[config.mk]
export PLATFORM = sky130hd
export DESIGN_NAME = btn_debounce3
export DESIGN_NICKNAME = d
export VERILOG_FILES = /design/src/rtl/btn_debounce3.sv
export SDC_FILE = /design/constraint.sdc
export NUM_CORES = 1
export LEC_CHECK = 0
export CAP_MARGIN = 20
export CORE_ASPECT_RATIO = 1.25
export CORE_UTILIZATION = 52
export CTS_CLUSTER_DIAMETER = 30
export DETAILED_ROUTE_END_ITERATION = 16
export PLACE_DENSITY = 0.87
export SETUP_SLACK_MARGIN = 0.2
export SYNTH_ARGS = -nofsm -noshare
export SYNTH_HDL_FRONTEND = slang
export SYNTH_SLANG_ARGS = --single-unit
[constraint.sdc]
create_clock -name CLK -period 1.9 [get_ports CLK]
set_input_delay 0.19 -clock CLK [delete_from_list [all_inputs] [get_ports CLK]]
set_output_delay 0.19 -clock CLK [all_outputs]
set_load 0.02 [all_outputs]
[src/rtl/btn_debounce3.sv]
// Three-channel button conditioner: two-flop sync, per-channel stability counter,
// sticky press flags. Optional press-event logic under `BTN_DEBOUNCE_EVENT_EN.

module btn_debounce3_ch #(
   parameter  int DB_CYCLES = 60000,
   localparam int CW        = $clog2(DB_CYCLES)
) (
   input  logic clk,
   input  logic rst,
   input  logic btn,
   output logic level,
   output logic accept,
   output logic rise
);
   localparam logic [CW-1:0] CNT_MAX = CW'(DB_CYCLES - 1);

   logic [1:0]    sync;
   logic [CW-1:0] cnt;

   // accept: the synchronised level has been stable long enough and LEVEL flips this edge
   assign accept = (sync[1] != level) && (cnt == CNT_MAX);
   assign rise   = accept & ~level;

   always_ff @(posedge clk or posedge rst) begin
      if (rst) begin
         sync  <= '0;
         cnt   <= '0;
         level <= 1'b0;
      end else begin
         sync <= {sync[0], btn};
         if (sync[1] == level) begin
            cnt <= '0;
         end else if (cnt == CNT_MAX) begin
            level <= sync[1];
            cnt   <= '0;
         end else begin
            cnt <= cnt + CW'(1);
         end
      end
   end
endmodule

module btn_debounce3 #(
   parameter int DB_CYCLES = 60000
) (
   input  logic       CLK,
   input  logic       RST,
   input  logic       BTN1,
   input  logic       BTN2,
   input  logic       BTN3,
   input  logic       CLR,
   output logic [2:0] LEVEL,
   output logic [2:0] PRESS,
   output logic       CHG,
   output logic [7:0] STATUS
);
   localparam int NUM_CH = 3;

   logic [NUM_CH-1:0] btn_v;
   logic [NUM_CH-1:0] acc;
   logic [NUM_CH-1:0] rise;

   assign btn_v = {BTN3, BTN2, BTN1};

   for (genvar gi = 0; gi < NUM_CH; gi++) begin : g_ch
      btn_debounce3_ch #(.DB_CYCLES(DB_CYCLES)) u_ch (
         .clk    (CLK),
         .rst    (RST),
         .btn    (btn_v[gi]),
         .level  (LEVEL[gi]),
         .accept (acc[gi]),
         .rise   (rise[gi])
      );
   end

   // One CHG pulse covers any number of channels flipping on the same edge
   always_ff @(posedge CLK or posedge RST) begin
      if (RST) CHG <= 1'b0;
      else     CHG <= |acc;
   end

`ifdef BTN_DEBOUNCE_EVENT_EN
   logic [NUM_CH-1:0] press_q;

   // A set on the same edge as CLR wins, so no press is lost
   always_ff @(posedge CLK or posedge RST) begin
      if (RST) press_q <= '0;
      else     press_q <= (CLR ? '0 : press_q) | rise;
   end

   assign PRESS  = press_q;
   assign STATUS = {2'b00, PRESS, LEVEL};
`else
   logic unused_ev;
   assign unused_ev = CLR | (|rise);
   assign PRESS     = '0;
   assign STATUS    = {5'd0, LEVEL};
`endif
endmodule

==> summary.md <==
| Metric | Value |
|---|---|
| Total Power | 2990 µW |
| Post-synthesis simple-gate area fraction | 24.6% |
| Share of layout cells above drive strength 1 | 20.3% |
| Starting Density | 54.8% |
| Met2 usage | 35.1% |
| TritonCTS clock tree | done |
| Skew final | 10.7 ps |
| Mapped cell area | 0.00281 mm² |
| TritonRoute pass-1 iters | 5 |
| #FFs+latches synth | 58 |
| Worst Path Buf+Inv | 0 |
| RSZ-0062 raised after global routing | yes |
| Post-synth ARST share | 100% |
| Worst path slowest cell | or4b_4 |
| Commonest cells post-synth | 58 x dfrtp_1, 42 x nor2_1, 32 x xor2_1 |
| Netlist cell types | 37 |
| PwrDens | 879 mW/mm² |
| Number of remaining DRC errors | 0 |
| Status | finished, violations left |
| Critical path peak fanout | 4 |
| Placed wire-length estimate | 3.43 mm |
| Post-synthesis mux area share | 1.34% |
| Register area share after synthesis | 51.7% |
| Vias in the first global route | 2039 |
| Wire length per cell | 15.2 µm |
| Post-layout util | 66.4% |
| Htree depth | 3 |
| CP top delay family | simple AND/OR/NAND/NOR gates |
| Yosys top cell area share | 51.7% |
| Initial DRC count | 114 |
| Max Fclk | 522 MHz |
| Met1 Use GR | 25.3% |
| GRT Max-Usage Layer | met2 |
| Largest net degree at the start of global routing | 59 |
| Fin crit share | 101% |
| Final setup vio count | 1 |
| Worst EP arrival | 2140 ps |
| Dpl ws | 9.72 ps |
| Leading area contributor after synthesis | dfrtp_1 |
| Crit start category | flop |
| Critical-path cell list | or4bb_1 > or4b_4 > mux2_4 |
| Post-Synth Adder-Cell Area | 1.34% |
| Largest family of logic cells by synthesized area | simple AND/OR/NAND/NOR gates |
| GPL Wtd Cong | 0.871 |
| # IOs | 21 |
| Cell Rows | 29 |
| Post-synthesis compound-gate area fraction | 2.23% |
| Peak per-stage delay on the critical path | 610 ps |
| Via density | 5.63 |
| Peak VDD IR | 652 µV |
| Grt ovf | 0 |
| Post-route insts no fill | 363 |
| Clock Path Buffers | 2 |
| Die Y | 84.1 µm |
| # diodes | 0 |
| Die area | 0.00569 mm² |
| Crit. End Element | flop |
| Synth Area in XOR/XNOR | 13.1% |
| Synth warn | 0 |
| CTS Sinks | 58 |
| Minimum clock period after layout | 1920 ps |
| Register-to-Register Setup Slack | -20 ps |
| CTS root buf | clkbuf_8 |
| Via count | 2044 |
| First-pass GRT wire length | 9.07 mm |
| Avg Inst Size Synth | 10.5 µm² |
| Clock-pin transition on the worst setup and hold timing paths | 70 ps |
| Total track usage | 22.1% |
| Max_cap viols | 0 |
| Synth top area cells | dfrtp_1 52%, xor2_1 10%, nor2_1 5.6%, nand4_1 3.8%, buf_4 3.7% |
| Final Hold Vio Count | 0 |
| Leak | 0.00153 µW |
| Skew-Pair Late Insertion Delay | 340 ps |
| Die Span X | 67.7 µm |
| Nets | 305 |
| Primary FF master, synth | dfrtp_1 |
| Met3 GRT Util | 6.69% |
| Final-report max-slew violation count | 0 |
| Syn-to-layout area delta | 21.1% |
| Crit path kind | reg -> reg |
| Post-CTS Hold Fix Bufs | 0 |
| Worst endpoint required time | 2130 ps |
| Setup WS post-layout | -15.6 ps |
| Cell with the most instances after synthesis | dfrtp_1 |
| Hold WC Path Type | in -> async |
| Initial antenna violation count | 0 |
| Port bufs | 11 |
| CORE AREA | 0.00512 mm² |
| CTS Buf Count | 9 |
| EDFF count, synth | 0 |
| Post-synthesis cell count | 266 |
| DRT antenna net count | 0 |
| DRT Wirelength | 5.50 mm |
| Placed cell count | 341 |
| Failing checks | setup timing |
power breakdown:
part / leakage (µW) / internal [µW] / switching [µW]
combinational: 0.000596 / 37.4 / 73.7
sequential: 0.000789 / 1260 / 18.9
clock: 0.000143 / 1110 / 487
total: 0.00153 / 2410 / 580
routing by layer:
layer	wire length [µm]	share of wire, %
met4	184	3.3
met3	162	2.9
met5	0	0
met1	2220	40
met2	2940	53
flip-flops by register name (all words and copies together), names as in the netlist:
register,cells
CHG,1
g_ch.u_ch.level,3
g_ch.u_ch.cnt,48
g_ch.u_ch.sync,6
final timing paths:
check,from,to,depth (start not counted)
setup / recovery,g_ch[0].u_ch.cnt[7]$_DFF_PP0_,g_ch[0].u_ch.level$_DFFE_PP0P_,3
hold / removal,RST,g_ch[0].u_ch.cnt[6]$_DFF_PP0_,3
setup reg to reg,g_ch[0].u_ch.cnt[7]$_DFF_PP0_,g_ch[0].u_ch.level$_DFFE_PP0P_,3
hold reg to reg,g_ch[0].u_ch.sync[0]$_DFF_PP0_,g_ch[0].u_ch.sync[1]$_DFF_PP0_,0
max in group asynchronous,RST,g_ch[1].u_ch.cnt[11]$_DFF_PP0_,3
min in group CLK,BTN1,g_ch[0].u_ch.sync[0]$_DFF_PP0_,1
logic make-up after synthesis:
family	Yosys count
simple gates	125
flops	58
xor+xnor	42
buf+inv	25
compound gates	9
fa+ha+maj	3
mux	3
other cells	1
layout make-up:
class                      count  area (µm²)
clock buffer                  12         165
clock inverter                 4         120
fill                         365        1720
tap                           62        77.6
multi-input combinational    191        1280
inverter                       3        11.3
timing repair buffer          33         288
sequential                    58        1450
what timing repair did:
action,in CTS,in global routing
resized for setup,2,13
buffers inserted,1,4
pin swaps,1,4
setup endpoints to repair,18,37
cloned,0,1
through the flow:
stage                     hold slack (ps)  setup TNS [ps]  area [µm²]
after floorplan                       221               0        2840
after global placement                335               0        3020
after detailed placement              339               0        3020
after CTS                             229               0        3320
after global routing                  241           -68.6        3400
final                                 207           -15.6        3400
worst reg2reg max path, cell delays in order, from the launching register on:
cell and delay [ps]:
dfrtp_1 370, or4bb_1 520, or4b_4 610, mux2_4 310
layout by cell type (no fill, tap or decap), types with 2 or more instances in the layout:
cell type	n
dfrtp_1	58
nor2_1	34
xor2_1	32
buf_4	21
nand4_1	17
nand2_1	14
nand3_1	13
clkbuf_8	12
clkdlybuf4s50_1	11
xnor2_1	10
and4_1	9
conb_1	8
and3_1	7
nor2_2	6
and2_1	4
bufinv_16	4
ha_1	3
nor4bb_1	2
nor4b_1	2
nor3_1	2
or4b_4	2
nor2_4	2
inv_1	2
o31ai_1	2
or4_1	2
a21oi_2	2
mux2_2	2
No activity file was read; power rests on OpenSTA's default activity.
